[config.mk]
export PLATFORM = sky130hd
export DESIGN_NAME = snake_engine_flat
export DESIGN_NICKNAME = d
export VERILOG_FILES = /design/src/rtl/snake_pkg.sv /design/src/rtl/snake_if.sv /design/src/rtl/snake_next_head.sv /design/src/rtl/snake_engine.sv /design/src/flat_wrapper.sv
export SDC_FILE = /design/constraint.sdc
export NUM_CORES = 1
export LEC_CHECK = 0
export ABC_CLOCK_PERIOD_IN_PS = 6200
export CORE_MARGIN = 5
export CORE_UTILIZATION = 49
export CTS_BUF_LIST = sky130_fd_sc_hd__clkbuf_2
export DETAILED_ROUTE_END_ITERATION = 12
export PLACE_DENSITY_LB_ADDON = 0.08
export SETUP_SLACK_MARGIN = 0.2
export SLEW_MARGIN = 20
export SYNTH_ARGS = -nofsm -noshare
export SYNTH_HDL_FRONTEND = slang
export SYNTH_HIERARCHICAL = 1
export SYNTH_SLANG_ARGS = --single-unit
[constraint.sdc]
create_clock -name clk -period 6.2 [get_ports clk]
set_clock_uncertainty 0.05 [all_clocks]
set_input_delay 0.93 -clock clk [delete_from_list [all_inputs] [get_ports clk]]
set_output_delay 0.93 -clock clk [all_outputs]
set_load 0.01 [all_outputs]
[src/rtl/snake_pkg.sv]
// Shared constants, direction/state encodings and helpers for the snake game engine.
package snake_pkg;

   localparam int unsigned BODY_SLOTS  = 16;
   localparam int unsigned CELL_BITS   = 10;
   localparam int unsigned SCORE_BITS  = 4;
   localparam int unsigned GRID_WIDTH  = 32;
   localparam int unsigned GRID_HEIGHT = 24;
   localparam int unsigned START_LEN   = 3;
   localparam int unsigned START_POS   = 170;

   localparam logic [CELL_BITS-1:0] EMPTY_CELL = CELL_BITS'(10'h3FF);

   typedef enum logic [1:0] {
      DIR_UP    = 2'b00,
      DIR_DOWN  = 2'b01,
      DIR_LEFT  = 2'b10,
      DIR_RIGHT = 2'b11
   } dir_e;

   typedef enum logic [1:0] {
      ST_IDLE,
      ST_CHECK,
      ST_COMMIT,
      ST_DEAD
   } state_e;

   // Opposite directions differ only in bit 0.
   function automatic logic is_reversal(dir_e cur, dir_e req);
      return (cur ^ req) == 2'b01;
   endfunction

endpackage

[src/rtl/snake_if.sv]
// Control/status bundle between the game top level and one snake engine.
interface snake_if import snake_pkg::*; #(
   parameter int unsigned MAX_LEN  = BODY_SLOTS,
   parameter int unsigned NUM_LEN  = CELL_BITS,
   parameter int unsigned LEN_BITS = SCORE_BITS
);
   logic                        start;
   logic                        step;
   logic [1:0]                  dir_in;
   logic [NUM_LEN-1:0]          food1;
   logic [NUM_LEN-1:0]          food2;
   logic [MAX_LEN*NUM_LEN-1:0]  other_snake;
   logic [LEN_BITS-1:0]         other_len;
   logic [MAX_LEN*NUM_LEN-1:0]  snake;
   logic [LEN_BITS-1:0]         score;
   logic                        ate;
   logic                        dead;
   logic                        done;
   logic                        busy;

   modport master (
      output start, step, dir_in, food1, food2, other_snake, other_len,
      input  snake, score, ate, dead, done, busy
   );

   modport slave (
      input  start, step, dir_in, food1, food2, other_snake, other_len,
      output snake, score, ate, dead, done, busy
   );
endinterface

[src/rtl/snake_next_head.sv]
// Neighbouring cell in a given direction plus a flag when that move would leave the grid.
module snake_next_head import snake_pkg::*; #(
   parameter int unsigned NUM_LEN = CELL_BITS,
   parameter int unsigned WIDTH   = GRID_WIDTH,
   parameter int unsigned HEIGHT  = GRID_HEIGHT
) (
   input  logic [NUM_LEN-1:0] cell_i,
   input  dir_e               dir_i,
   output logic [NUM_LEN-1:0] next_cell_c_o,
   output logic               wall_c_o
);
   logic [NUM_LEN-1:0] row;
   logic [NUM_LEN-1:0] col;

   assign row = cell_i / NUM_LEN'(WIDTH);
   assign col = cell_i % NUM_LEN'(WIDTH);

   // Wall is judged on row/col; the cell arithmetic itself may wrap harmlessly.
   always_comb begin
      next_cell_c_o = cell_i;
      wall_c_o      = 1'b0;
      unique case (dir_i)
         DIR_UP: begin
            wall_c_o      = (row == '0);
            next_cell_c_o = cell_i - NUM_LEN'(WIDTH);
         end
         DIR_DOWN: begin
            wall_c_o      = (row == NUM_LEN'(HEIGHT - 1));
            next_cell_c_o = cell_i + NUM_LEN'(WIDTH);
         end
         DIR_LEFT: begin
            wall_c_o      = (col == '0);
            next_cell_c_o = cell_i - NUM_LEN'(1);
         end
         DIR_RIGHT: begin
            wall_c_o      = (col == NUM_LEN'(WIDTH - 1));
            next_cell_c_o = cell_i + NUM_LEN'(1);
         end
      endcase
   end
endmodule

[src/rtl/snake_engine.sv]
// One snake's body/length/direction state with a one-slot-per-cycle collision scan.
module snake_engine import snake_pkg::*; #(
   parameter int unsigned MAX_LEN  = BODY_SLOTS,
   parameter int unsigned NUM_LEN  = CELL_BITS,
   parameter int unsigned LEN_BITS = SCORE_BITS,
   parameter int unsigned WIDTH    = GRID_WIDTH,
   parameter int unsigned HEIGHT   = GRID_HEIGHT,
   parameter int unsigned INIT_LEN = START_LEN,
   parameter int unsigned INIT_POS = START_POS
) (
   input  logic    clk,
   input  logic    rst,
   snake_if.slave  eng_if
);
   localparam int unsigned        K_BITS    = (MAX_LEN > 1) ? $clog2(MAX_LEN) : 1;
   localparam logic [NUM_LEN-1:0] EMPTY     = '1;
   localparam logic [LEN_BITS-1:0] SCORE_MAX = LEN_BITS'(MAX_LEN - 1);

   state_e              state_q;
   dir_e                dir_q;
   dir_e                dir_d;
   logic [NUM_LEN-1:0]  body_q [MAX_LEN];
   logic [LEN_BITS-1:0] score_q;
   logic [LEN_BITS-1:0] score_d;
   logic [NUM_LEN-1:0]  head_q;
   logic                wall_q;
   logic                grow_q;
   logic                hit_q;
   logic [K_BITS-1:0]   k_q;
   logic                ate_q;
   logic                done_q;
   logic                dead_q;
   logic                busy_q;

   logic [NUM_LEN-1:0]  nh_c;
   logic                wall_c;
   logic [NUM_LEN-1:0]  other_cell_c;
   logic                own_hit_c;
   logic                other_hit_c;

   assign dir_d = is_reversal(dir_q, dir_e'(eng_if.dir_in)) ? dir_q : dir_e'(eng_if.dir_in);

   snake_next_head #(
      .NUM_LEN (NUM_LEN),
      .WIDTH   (WIDTH),
      .HEIGHT  (HEIGHT)
   ) u_next_head (
      .cell_i        (body_q[0]),
      .dir_i         (dir_d),
      .next_cell_c_o (nh_c),
      .wall_c_o      (wall_c)
   );

   // The tail slot is about to vacate unless the snake grows, so it is not an obstacle.
   assign other_cell_c = eng_if.other_snake[32'(k_q)*NUM_LEN +: NUM_LEN];
   assign own_hit_c    = (32'(k_q) < 32'(score_q)) && (body_q[k_q] == head_q) &&
                         !((32'(k_q) + 32'd1 == 32'(score_q)) && !grow_q);
   assign other_hit_c  = (32'(k_q) < 32'(eng_if.other_len)) && (other_cell_c == head_q);
   assign score_d      = (grow_q && (score_q != SCORE_MAX)) ? score_q + LEN_BITS'(1) : score_q;

   always_ff @(posedge clk or posedge rst) begin
      if (rst) begin
         for (int unsigned i = 0; i < MAX_LEN; i++) body_q[i] <= EMPTY;
         state_q <= ST_IDLE;
         dir_q   <= DIR_RIGHT;
         score_q <= '0;
         head_q  <= '0;
         wall_q  <= 1'b0;
         grow_q  <= 1'b0;
         hit_q   <= 1'b0;
         k_q     <= '0;
         ate_q   <= 1'b0;
         done_q  <= 1'b0;
         dead_q  <= 1'b0;
         busy_q  <= 1'b0;
      end else begin
         ate_q  <= 1'b0;
         done_q <= 1'b0;
         if (eng_if.start) begin
            for (int unsigned i = 0; i < MAX_LEN; i++)
               body_q[i] <= (i < INIT_LEN) ? NUM_LEN'(INIT_POS - i) : EMPTY;
            score_q <= LEN_BITS'(INIT_LEN);
            dir_q   <= DIR_RIGHT;
            dead_q  <= 1'b0;
            busy_q  <= 1'b0;
            state_q <= ST_IDLE;
         end else begin
            unique case (state_q)
               ST_IDLE: begin
                  if (eng_if.step && (score_q != '0)) begin
                     dir_q   <= dir_d;
                     head_q  <= nh_c;
                     wall_q  <= wall_c;
                     grow_q  <= (nh_c == eng_if.food1) || (nh_c == eng_if.food2);
                     hit_q   <= 1'b0;
                     k_q     <= '0;
                     busy_q  <= 1'b1;
                     state_q <= ST_CHECK;
                  end
               end
               ST_CHECK: begin
                  if (own_hit_c || other_hit_c) hit_q <= 1'b1;
                  k_q <= k_q + K_BITS'(1);
                  if (k_q == K_BITS'(MAX_LEN - 1)) state_q <= ST_COMMIT;
               end
               ST_COMMIT: begin
                  done_q <= 1'b1;
                  busy_q <= 1'b0;
                  if (wall_q || hit_q) begin
                     dead_q  <= 1'b1;
                     state_q <= ST_DEAD;
                  end else begin
                     body_q[0] <= head_q;
                     for (int unsigned i = 1; i < MAX_LEN; i++)
                        body_q[i] <= (i < 32'(score_d)) ? body_q[i-1] : EMPTY;
                     score_q <= score_d;
                     ate_q   <= grow_q;
                     state_q <= ST_IDLE;
                  end
               end
               ST_DEAD: begin
               end
            endcase
         end
      end
   end

   for (genvar g = 0; g < MAX_LEN; g++) begin : g_slot
      assign eng_if.snake[g*NUM_LEN +: NUM_LEN] = body_q[g];
   end

   assign eng_if.score = score_q;
   assign eng_if.ate   = ate_q;
   assign eng_if.done  = done_q;
   assign eng_if.dead  = dead_q;
   assign eng_if.busy  = busy_q;
endmodule
[src/flat_wrapper.sv]
// flat-port wrapper written by rule: the top's interface ports become plain ports
module snake_engine_flat import snake_pkg::*;
#(
   parameter int unsigned MAX_LEN  = BODY_SLOTS,
   parameter int unsigned NUM_LEN  = CELL_BITS,
   parameter int unsigned LEN_BITS = SCORE_BITS,
   parameter int unsigned WIDTH    = GRID_WIDTH,
   parameter int unsigned HEIGHT   = GRID_HEIGHT,
   parameter int unsigned INIT_LEN = START_LEN,
   parameter int unsigned INIT_POS = START_POS
)
  (clk, rst, eng_if_start, eng_if_step, eng_if_dir_in, eng_if_food1, eng_if_food2, eng_if_other_snake, eng_if_other_len, eng_if_snake, eng_if_score, eng_if_ate, eng_if_dead, eng_if_done, eng_if_busy);
  snake_if #(.MAX_LEN(MAX_LEN), .NUM_LEN(NUM_LEN), .LEN_BITS(LEN_BITS)) eng_if_i ();
  input  logic clk;
  input  logic rst;
  input wire logic [$bits(eng_if_i.start)-1:0] eng_if_start;
  input wire logic [$bits(eng_if_i.step)-1:0] eng_if_step;
  input wire logic [$bits(eng_if_i.dir_in)-1:0] eng_if_dir_in;
  input wire logic [$bits(eng_if_i.food1)-1:0] eng_if_food1;
  input wire logic [$bits(eng_if_i.food2)-1:0] eng_if_food2;
  input wire logic [$bits(eng_if_i.other_snake)-1:0] eng_if_other_snake;
  input wire logic [$bits(eng_if_i.other_len)-1:0] eng_if_other_len;
  output wire logic [$bits(eng_if_i.snake)-1:0] eng_if_snake;
  output wire logic [$bits(eng_if_i.score)-1:0] eng_if_score;
  output wire logic [$bits(eng_if_i.ate)-1:0] eng_if_ate;
  output wire logic [$bits(eng_if_i.dead)-1:0] eng_if_dead;
  output wire logic [$bits(eng_if_i.done)-1:0] eng_if_done;
  output wire logic [$bits(eng_if_i.busy)-1:0] eng_if_busy;
  assign eng_if_i.start = eng_if_start;
  assign eng_if_i.step = eng_if_step;
  assign eng_if_i.dir_in = eng_if_dir_in;
  assign eng_if_i.food1 = eng_if_food1;
  assign eng_if_i.food2 = eng_if_food2;
  assign eng_if_i.other_snake = eng_if_other_snake;
  assign eng_if_i.other_len = eng_if_other_len;
  assign eng_if_snake = eng_if_i.snake;
  assign eng_if_score = eng_if_i.score;
  assign eng_if_ate = eng_if_i.ate;
  assign eng_if_dead = eng_if_i.dead;
  assign eng_if_done = eng_if_i.done;
  assign eng_if_busy = eng_if_i.busy;
  snake_engine #(.MAX_LEN(MAX_LEN), .NUM_LEN(NUM_LEN), .LEN_BITS(LEN_BITS), .WIDTH(WIDTH), .HEIGHT(HEIGHT), .INIT_LEN(INIT_LEN), .INIT_POS(INIT_POS)) u_core (.clk(clk), .rst(rst), .eng_if(eng_if_i));
endmodule
==> results of run 1 <==
[sequential cells by signal, indices dropped and copies added, names as in the netlist]
register             flops
u_core/dir_q             2
u_core/grow_q            1
u_core/wall_q            1
u_core/eng_if.snake    150
u_core/eng_if.done       1
u_core/eng_if.ate        1
u_core/state_q           2
u_core/hit_q             1
u_core/eng_if.score      4
u_core/eng_if.dead       1
u_core/k_q               4
u_core/eng_if.busy       1
u_core/head_q           10
[metal layers]
layer	vias to the layer above	share of wire [%]	GRT usage, %
met2	522	48	50.9
met4	0	3.9	12.2
met3	77	8.7	7.54
met5	-	0	0
met1	5103	39	40.9
li1	4474	-	-
[final timing paths]
path	start	endpoint	slack, ns	cells past startpoint
worst max-delay path	eng_if_dir_in[1]	u_core/grow_q	1.80	16
worst min-delay path	u_core/eng_if.snake[26]	u_core/eng_if.snake[26]	0.44	2
worst max register to register	u_core/dir_q[1]	u_core/grow_q	2.08	14
worst min register to register	u_core/eng_if.snake[26]	u_core/eng_if.snake[26]	0.44	2
max in group asynchronous	rst	u_core/eng_if.snake[135]	4.53	3
min in group asynchronous	rst	u_core/head_q[4]	0.53	2
[cells by family (layout without fill, tap and decap cells)]
kind of cell | after synthesis | after routing | share of synthesized area, %
flops | 179 | 179 | 40.8
buf+inv | 106 | 417 | 4.80
compound gates | 293 | 293 | 19.7
fa+ha+maj | 26 | 26 | 2.97
mux | 129 | 129 | 18.6
other cells | 1 | 12 | 0.0328
simple gates | 212 | 212 | 9.24
xor+xnor | 50 | 50 | 3.89
[worst max-delay path, cell delays in order]
cell	delay (ns)
clkdlybuf4s50_1	0.46
buf_4	0.22
xor2_1	0.19
mux2_2	0.43
nand2_1	0.33
ha_1	0.35
nor2b_1	0.16
o31a_1	0.28
o41ai_1	0.40
xor2_1	0.11
o21ai_0	0.48
xnor2_1	0.18
nand4_1	0.11
nor3_1	0.19
a21oi_1	0.09
a21oi_1	0.16
[synthesized netlist by cell type (7+ instances only)]
| cell type | n | share of area [%] |
|---|---|---|
| mux4_1 | 13 | 3.0 |
| nor4_1 | 7 | 0.38 |
| inv_1 | 25 | 0.82 |
| nand4_1 | 13 | 0.71 |
| xnor2_1 | 27 | 2.1 |
| nor3_1 | 11 | 0.48 |
| nor2_1 | 33 | 1.1 |
| nand2_1 | 80 | 2.6 |
| a21oi_1 | 23 | 1.0 |
| a211oi_1 | 7 | 0.46 |
| o22ai_1 | 8 | 0.44 |
| o21ai_0 | 42 | 1.8 |
| buf_2 | 16 | 0.70 |
| dfstp_2 | 152 | 35 |
| buf_4 | 13 | 0.85 |
| mux2_2 | 17 | 1.7 |
| o32a_1 | 8 | 0.70 |
| ha_1 | 24 | 2.6 |
| nand3_1 | 17 | 0.74 |
| mux4_2 | 48 | 9.4 |
| o22a_1 | 124 | 9.5 |
| o221ai_1 | 10 | 0.76 |
| mux2i_1 | 50 | 4.4 |
| nor2b_1 | 7 | 0.38 |
| clkbuf_1 | 35 | 1.1 |
| dfrtp_1 | 27 | 5.9 |
| xor2_1 | 22 | 1.7 |
[power by group through the flow]
stage | logic (uW) | clock network [uW] | registers, uW
floorplan | 1460 | 0 | 1330
global placement | 1790 | 0 | 1550
detailed placement | 1810 | 0 | 1550
CTS | 1820 | 651 | 1540
global route | 1980 | 698 | 1560
finish | 1840 | 636 | 1540
[through the flow]
stage	hold slack, ns	std cells	cell area, um2	utilization (%)	worst slack (ns)
detailed placement	0.413	1603	15000	64.6	1.00
CTS	0.436	1635	15300	65.8	1.88
global placement	0.410	1603	15000	64.6	1.11
floorplan	0.419	1005	11500	-	0.613
finish	0.445	1637	15300	65.8	1.80
global route	0.448	1637	15300	65.8	1.62
[layout make-up]
| class | count | area [um2] |
|---|---|---|
| fill | 1900 | 7960 |
| multi-input combinational | 720 | 6270 |
| sequential | 179 | 4680 |
| timing repair buffer | 357 | 3560 |
| tap | 319 | 399 |
| clock inverter | 14 | 178 |
| inverter | 28 | 115 |
| clock buffer | 18 | 90.1 |
| antenna | 2 | 5.00 |
==> out/metrics.yaml, run 1 <==
floorplan:
  die_area_mm2: 0.0265
  die_y_um: 163
  core_mm2: 0.0233
  pin_count: 358
  row_count: 56
  die-width_um: 163
  start_util_pct: 49.2
power_and_ir_drop:
  p_per_area_mw_per_mm2: 263
  leakagePower_uw: 0.00553
  finalPower_uw: 4020
  p_switching_uw: 1750
  max-vdd-ir-drop_mv: 0.145
  p_int_uw: 2270
  seqPwrFrac_pct: 38.3
  clockPowerShare_pct: 15.8
  p_sw_share_pct: 43.6
  p_comb_share_pct: 45.8
clock_network:
  cts_root_buf: "clkbuf_2"
  clk_latency_ns: 0.76
  cts-hold-fix-buffers: 0
  postCtsSetupRepairBufs: 0
  cts.sinks: 179
  clkSlewWorstSetupHoldPaths_ns: 0.33
  post_cts_resized: 0
  h-tree-depth: 4
  cts_buffer_depth: 2
  cts_buffers: 17
  cts_tree: "done"
yosys:
  ys.flop_type: "dfstp_2"
  synthCells: 996
  synth_seq_cells: 179
  ys_warn_count: 6
  avgSynthCellArea_um2: 11.5
  ys_seq_area_share_pct: 40.8
  syn_area_mm2: 0.0114
  synth-edff-count: 0
  async_reset_ff_share_pct: 100
  ys_types: 84
sta:
  slew_viol_final: 0
  fin_crit_ns: 4.40
  rsz0062_at_grt: "no"
  max_slew.worst_pin.slew_ns: 1.06
  period_share_pct: 70.9
  setup_violations: 0
  final-hold-violation-count: 0
  fin_setup_tns_ns: 0
  max_freq_mhz: 227
  slew_headroom_pct: 29.3
detailed_routing:
  wire_per_inst_um: 26.1
  drt_iter0_markers: 1011
  firstDrtPassIters: 7
  viasPerCell: 6.22
  ant_nets: 0
  drc_errors: 0
  finalWirelength_mm: 42.7
  vias: 10176
setup_path:
  worst-endpoint-required_ns: 6.87
  critical_path_class: "in2reg"
  crit_fanout: 15
  startpoint_type: "primary input"
  end_kind: "flop"
  arrival_ns: 5.07
global_routing:
  antenna_found_initial: 2
  grt_max_degree: 118
  grt_pass1_vias: 10220
  grt_pass1_wl_mm: 63.3
  grt-ovfl-total: 0
  grt_usage_pct: 31.4
worst_hold_path:
  hp-class: "reg2reg"
outcome:
  outcome: "finished clean"
final_layout:
  drive_above_1_share_pct: 21.1
  nNetsFinal: 1519
  syn2layout_area_growth_pct: 33.7
  final_common_cell: "clkdlybuf4s50_1"
  mostFrequentLayoutCells: "clkdlybuf4s50_1, dfstp_2, o22a_1, nand2_1, mux2i_1"
place:
  hpwl_mm: 32.0
  numPortBuffers: 347
  gp_congestion: 0.873
job:
  drv_cap: 0
Note: power is estimated with default switching activity, not from simulation.
==> inputs of run 2 (changes only) <==
--- a/config.mk
+++ b/config.mk
@@ -5,7 +5,7 @@
 export SDC_FILE = /design/constraint.sdc
 export NUM_CORES = 1
 export LEC_CHECK = 0
-export ABC_CLOCK_PERIOD_IN_PS = 6200
+export ABC_CLOCK_PERIOD_IN_PS = 4500
 export CORE_MARGIN = 5
 export CORE_UTILIZATION = 49
 export CTS_BUF_LIST = sky130_fd_sc_hd__clkbuf_2
==> constraint.sdc (replaced) <==
create_clock -name clk -period 4.5 [get_ports clk]
set_clock_uncertainty 0.05 [all_clocks]
set_input_delay 0.675 -clock clk [delete_from_list [all_inputs] [get_ports clk]]
set_output_delay 0.675 -clock clk [all_outputs]
set_load 0.01 [all_outputs]
==> out/metrics.yaml, run 2 (synthesis gave the netlist of run 1 again) <==
sta:
  period_share_pct: 84.1
  slew_headroom_pct: 31.3  # was 29.3%
  rsz0062_at_grt: "no"  # unchanged
  fin_crit_ns: 3.78
  setup_violations: 0  # unchanged
  final-hold-violation-count: 0  # unchanged
  max_slew.worst_pin.slew_ns: 1.03  # was 1.06 ns
  slew_viol_final: 0  # unchanged
  max_freq_mhz: 264
  fin_setup_tns_ns: 0  # unchanged
clock_network:
  cts_root_buf: "clkbuf_2"  # unchanged
  post_cts_resized: 0  # unchanged
  cts_buffer_depth: 2  # unchanged
  cts.sinks: 179  # unchanged
  h-tree-depth: 4  # unchanged
  postCtsSetupRepairBufs: 0  # unchanged
  cts_buffers: 17  # unchanged
  clkSlewWorstSetupHoldPaths_ns: 0.32  # was 0.33 ns
  cts_tree: "done"  # unchanged
  clk_latency_ns: 0.82  # was 0.76 ns
  cts-hold-fix-buffers: 0  # unchanged
floorplan:
  row_count: 56  # unchanged
  die_y_um: 163  # unchanged
  die_area_mm2: 0.0265  # unchanged
  pin_count: 358  # unchanged
  die-width_um: 163  # unchanged
  core_mm2: 0.0233  # unchanged
  start_util_pct: 49.2  # unchanged
global_routing:
  antenna_found_initial: 3  # was 2
  grt_usage_pct: 31.7  # was 31.4%
  grt-ovfl-total: 0  # unchanged
  grt_pass1_vias: 10448  # was 10220
  grt_max_degree: 90  # was 118
  grt_pass1_wl_mm: 64.3  # was 63.3 mm
final_layout:
  ff_latch_area_mm2: 0.00468  # unchanged
  largest_reg_flops: 150  # unchanged
  drive_above_1_share_pct: 21.9  # was 21.1%
  nFillCells: 1920  # was 1900
  nNetsFinal: 1533  # was 1519
  mostFrequentLayoutCells: "clkdlybuf4s50_1, dfstp_2, o22a_1, nand2_1, mux2i_1"  # unchanged
  final_common_cell: "clkdlybuf4s50_1"  # unchanged
  multi_input_area_mm2: 0.00627  # about the same
  syn2layout_area_growth_pct: 35.0  # was 33.7%
  stdcell_area_mm2: 0.0155  # was 0.0153 mm2
setup_path:
  cp.depth: 14  # was 16
  crit_top_cell: "a21oi_1"
  path_delay_family: "compound AO/OA/AOI/OAI gates"  # unchanged
  startpoint_type: "flop"  # was primary input
  crit_fanout: 6  # was 15
  cp_num_buf_inv: 0  # was 2
  critical_path_class: "reg2reg"  # was in2reg
  end_kind: "flop"  # unchanged
  critical_path.cell_chain: "xor2_1, mux2_2, nand2_1, ha_1, a21oi_1, nor2_1, a2111oi_0, a21oi_1, xnor2_1, xnor2_1, nand4_1, nor3_1, a21oi_1, a21oi_1"  # was clkdlybuf4s50_1, buf_4, xor2_1, mux2_2, nand2_1, ha_1, nor2b_1, o31a_1, o41ai_1, xor2_1, o21ai_0, xnor2_1, nand4_1, nor3_1, a21oi_1, a21oi_1
  max_stage_delay_ns: 0.62  # was 0.48 ns
  slowest_stage: "dfstp_2"  # was o21ai_0
  r2r_cells: 14  # unchanged
  arrival_ns: 4.50  # was 5.07 ns
  worst-endpoint-required_ns: 5.22  # was 6.87 ns
outcome:
  outcome: "finished clean"  # unchanged
power_and_ir_drop:
  finalPower_uw: 5620  # was 4020 uW
  max-vdd-ir-drop_mv: 0.232  # was 0.145 mV
  leakagePower_uw: 0.00561  # was 0.00553 uW
  p_per_area_mw_per_mm2: 364  # was 263 mW/mm2
detailed_routing:
  firstDrtPassIters: 6  # was 7
  ant_nets: 0  # unchanged
  viasPerCell: 6.19  # was 6.22
  drc_errors: 0  # unchanged
  vias: 10221  # was 10176
  finalWirelength_mm: 42.8  # was 42.7 mm
  wire_per_inst_um: 25.9  # was 26.1 um
  drt_iter0_markers: 932  # was 1011
job:
  drv_cap: 0  # unchanged
place:
  gp_congestion: 0.906  # was 0.873
  hpwl_mm: 31.9  # was 32.0 mm
  numPortBuffers: 347  # unchanged
  dpl_cell_area_mm2: 0.0151  # was 0.0150 mm2
worst_hold_path:
  hp-class: "in2async"  # was reg2reg
[run 2: area by class of cell]
type,count,share of cell area (%)
Antenna cell,3,0.0486
Clock buffer,18,0.583
Clock inverter,14,1.18
Inverter,28,0.737
Multi-Input combinational cell,720,40.6
Sequential cell,179,30.3
Tap cell,319,2.58
Timing Repair Buffer,371,24.0
[run 2: metrics by stage]
step	hold WS, ns	setup slack (ns)	utilization (%)	std cells
3_5_place_dp	0.408	0.179	65.1	1616
3_3_place_gp	0.409	0.178	65.1	1616
4_1_cts	0.323	0.748	66.3	1648
2_1_floorplan	0.419	0.818	-	1005
5_1_grt	0.110	0.363	66.4	1652
6_report	0.149	0.717	66.4	1652
[run 2: worst register-to-register path, stage by stage, from the launching register on]
cell and delay (ns):
dfstp_2 0.62, xor2_1 0.17, mux2_2 0.38, nand2_1 0.20, ha_1 0.34, a21oi_1 0.26
nor2_1 0.08, a2111oi_0 0.39, a21oi_1 0.18, xnor2_1 0.39, xnor2_1 0.17, nand4_1 0.11
nor3_1 0.19, a21oi_1 0.09, a21oi_1 0.14
[run 2: worst paths after layout]
check / slack (ns) / to / startpoint
hold / removal: 0.15 / u_core/head_q[2] / rst
setup / recovery: 0.72 / u_core/grow_q / u_core/dir_q[1]
max in group asynchronous: 3.16 / u_core/eng_if.snake[135] / rst
hold reg to reg: 0.44 / u_core/eng_if.snake[11] / u_core/eng_if.snake[11]
setup reg to reg: 0.72 / u_core/grow_q / u_core/dir_q[1]
min in group clk: 0.44 / u_core/eng_if.snake[11] / u_core/eng_if.snake[11]
[run 2: power breakdown]
group          internal (uW)  switching [uW]  total, uW
Sequential              1730             464       2190
Combinational           1240            1300       2530
Clock                    204             690        895
Total                   3170            2450       5620
[run 2: layer usage]
| metal | vias up | track usage (%) | wire [um] |
|---|---|---|---|
| li1 | 4504 | - | - |
| met1 | 5165 | 41.5 | 17000 |
| met2 | 494 | 53.0 | 21200 |
| met3 | 58 | 6.43 | 3510 |
| met4 | 0 | 10.4 | 1100 |
| met5 | - | 0 | 0 |
==> inputs of run 3 (changes only) <==
--- a/config.mk
+++ b/config.mk
@@ -5,9 +5,9 @@
 export SDC_FILE = /design/constraint.sdc
 export NUM_CORES = 1
 export LEC_CHECK = 0
-export ABC_CLOCK_PERIOD_IN_PS = 4500
+export ABC_CLOCK_PERIOD_IN_PS = 3100
 export CORE_MARGIN = 5
-export CORE_UTILIZATION = 49
+export CORE_UTILIZATION = 44
 export CTS_BUF_LIST = sky130_fd_sc_hd__clkbuf_2
 export DETAILED_ROUTE_END_ITERATION = 12
 export PLACE_DENSITY_LB_ADDON = 0.08
==> constraint.sdc (replaced) <==
create_clock -name clk -period 3.1 [get_ports clk]
set_clock_uncertainty 0.05 [all_clocks]
set_input_delay 0.465 -clock clk [delete_from_list [all_inputs] [get_ports clk]]
set_output_delay 0.465 -clock clk [all_outputs]
set_load 0.01 [all_outputs]
==> out/metrics.yaml, run 3 (synthesis gave the netlist of run 1 again) <==
final_layout:
  nFillCells: 2197  # was 1920
  final_common_cell: "clkdlybuf4s50_1"  # unchanged
  post-route-util_pct: 62.6  # was 66.4%
  mostFrequentLayoutCells: "clkdlybuf4s50_1, dfstp_2, o22a_1, nand2_1, buf_4"  # was clkdlybuf4s50_1, dfstp_2, o22a_1, nand2_1, mux2i_1
  drive_above_1_share_pct: 26.8  # was 21.9%
  syn2layout_area_growth_pct: 41.2  # was 35.0%
  largest_reg_flops: 150  # unchanged
  stdcell_area_mm2: 0.0162  # was 0.0155 mm2
  nNetsFinal: 1593  # was 1533
setup_path:
  end_kind: "flop"  # unchanged
  crit_fanout: 4  # was 6
  r2r_cells: 16  # was 14
  critical_path_class: "reg2reg"  # unchanged
  arrival_ns: 4.08  # was 4.50 ns
  worst-endpoint-required_ns: 3.77  # was 5.22 ns
  startpoint_type: "flop"  # unchanged
sta:
  slew_headroom_pct: 39.6  # was 31.3%
  slew_viol_final: 0  # unchanged
  max_slew.worst_pin.slew_ns: 0.900  # was 1.03 ns
  setup_slack_ns: -0.303  # was 0.717 ns
  fin_crit_ns: 3.40  # was 3.78 ns
  rsz0062_at_grt: "yes"  # was no
  setup_violations: 1  # was 0
  final-hold-violation-count: 0  # unchanged
  hold_ws_ns: 0.273  # was 0.149 ns
  max_freq_mhz: 294  # was 264 MHz
  period_share_pct: 110  # was 84.1%
global_routing:
  grt_pass1_vias: 10366  # was 10448
  grt_pass1_wl_mm: 65.2  # was 64.3 mm
  grt_usage_pct: 29.4  # was 31.7%
  grt-ovfl-total: 0  # unchanged
  antenna_found_initial: 1  # was 3
  grt_max_degree: 89  # was 90
job:
  drv_cap: 0  # unchanged
detailed_routing:
  drt_iter0_markers: 742  # was 932
  drc_errors: 0  # unchanged
  ant_nets: 0  # unchanged
  firstDrtPassIters: 5  # was 6
  finalWirelength_mm: 45.1  # was 42.8 mm
  vias: 10376  # was 10221
  wire_per_inst_um: 26.1  # was 25.9 um
  viasPerCell: 6.00  # was 6.19
worst_hold_path:
  hp-class: "in2async"  # unchanged
power_and_ir_drop:
  clockPowerShare_pct: 14.9  # was 15.9%
  p_per_area_mw_per_mm2: 537  # was 364 mW/mm2
  p_switching_uw: 3720  # was 2450 uW
  p_int_uw: 4950  # was 3170 uW
  leakagePower_uw: 0.00596  # was 0.00561 uW
  seqPwrFrac_pct: 33.8  # was 39.0%
  p_comb_share_pct: 51.3  # was 45.1%
  max-vdd-ir-drop_mv: 0.252  # was 0.232 mV
  p_sw_share_pct: 42.9  # was 43.6%
clock_network:
  cts_root_buf: "clkbuf_2"  # unchanged
  clk_latency_ns: 0.77  # was 0.82 ns
  h-tree-depth: 4  # unchanged
  cts_buffer_depth: 2  # unchanged
  cts_tree: "done"  # unchanged
  cts_buffers: 17  # unchanged
  clkSlewWorstSetupHoldPaths_ns: 0.33  # was 0.32 ns
  cts.sinks: 179  # unchanged
outcome:
  failed_checks: "negative setup slack"
  outcome: "finished, violations left"  # was finished clean
floorplan:
  die_y_um: 171  # was 163 um
  die_area_mm2: 0.0293  # was 0.0265 mm2
  core_mm2: 0.0258  # was 0.0233 mm2
  start_util_pct: 44.3  # was 49.2%
  row_count: 59  # was 56
  die-width_um: 171  # was 163 um
  pin_count: 358  # unchanged
place:
  numPortBuffers: 347  # unchanged
  gp_congestion: 0.936  # was 0.906
  hpwl_mm: 34.5  # was 31.9 mm
  dpl_cell_area_mm2: 0.0157  # was 0.0151 mm2
==> run 3: cell types whose count changed in the layout (fill, tap and decap cells not counted), sizes merged <==
cell	delta
inv	+1
clkbuf	-1
buf	+60
==> run 3: final timing paths <==
kind                                            end  slack [ns]                    start
min                         u_core/eng_if.snake[34]        0.27                      rst
min reg2reg                 u_core/eng_if.snake[16]        0.44  u_core/eng_if.snake[16]
max in group asynchronous  u_core/eng_if.snake[135]        2.14                      rst
max                                   u_core/grow_q       -0.30          u_core/dir_q[1]
min in group clk                 u_core/eng_if.busy        0.43              eng_if_step
max reg2reg                           u_core/grow_q       -0.30          u_core/dir_q[1]
==> run 3: per-layer routing <==
metal / up-vias / GRT usage [%] / part of all wire, %
met4: 0 / 7.03 / 1.9
li1: 4628 / - / -
met1: 5244 / 39.3 / 41
met3: 38 / 5.56 / 7.3
met5: - / 0 / 0
met2: 466 / 49.9 / 50
==> run 3: worst max-delay path: stages, from the launching register on <==
cell,delay (ns)
dfstp_2,0.63
xor2_2,0.16
mux2_4,0.36
buf_4,0.17
nand2_4,0.07
inv_1,0.06
fa_2,0.34
and3b_1,0.24
a2111oi_2,0.05
a21oi_1,0.21
xnor2_1,0.15
buf_4,0.15
xnor2_1,0.11
nand4_1,0.13
nor4_1,0.28
a21oi_1,0.07
a21oi_1,0.13
==> run 3: layout make-up <==
type	instances	area (um2)	share of cell area, %
multi-input cells	720	6430	39.8
clock inverters	15	181	1.12
inverters	28	114	0.704
well taps	335	419	2.59
clock buffers	17	85.1	0.526
diodes	3	7.51	0.0464
flip-flops and latches	179	4680	28.9
repair buffers	431	4250	26.3
==> run 3: what timing repair did <==
action | in CTS | in global routing
setup endpoints to repair | 5 | 8
buffers inserted | 5 | 7
pin swaps | 13 | 12
hold buffers | 0 | 0
resized for setup | 16 | 15
==> run 3: per-stage QoR <==
step	setup WS (ns)	power, uW	std cells	setup TNS (ns)
floorplan	-0.0568	5610	1005	-0.0568
global placement	-0.762	7120	1681	-1.99
detailed placement	-0.792	7150	1681	-2.26
CTS	-0.329	8540	1718	-0.329
global route	-0.465	9110	1727	-0.497
finish	-0.303	8670	1728	-0.303
==> run 3: power by group through the flow <==
stage | Sequential [uW] | Combinational [uW] | Clock (uW)
2_1_floorplan | 2670 | 2950 | 0
4_1_cts | 2950 | 4260 | 1330
6_report | 2930 | 4450 | 1290
3_3_place_gp | 2970 | 4140 | 0
5_1_grt | 2940 | 4750 | 1420
3_5_place_dp | 2980 | 4170 | 0
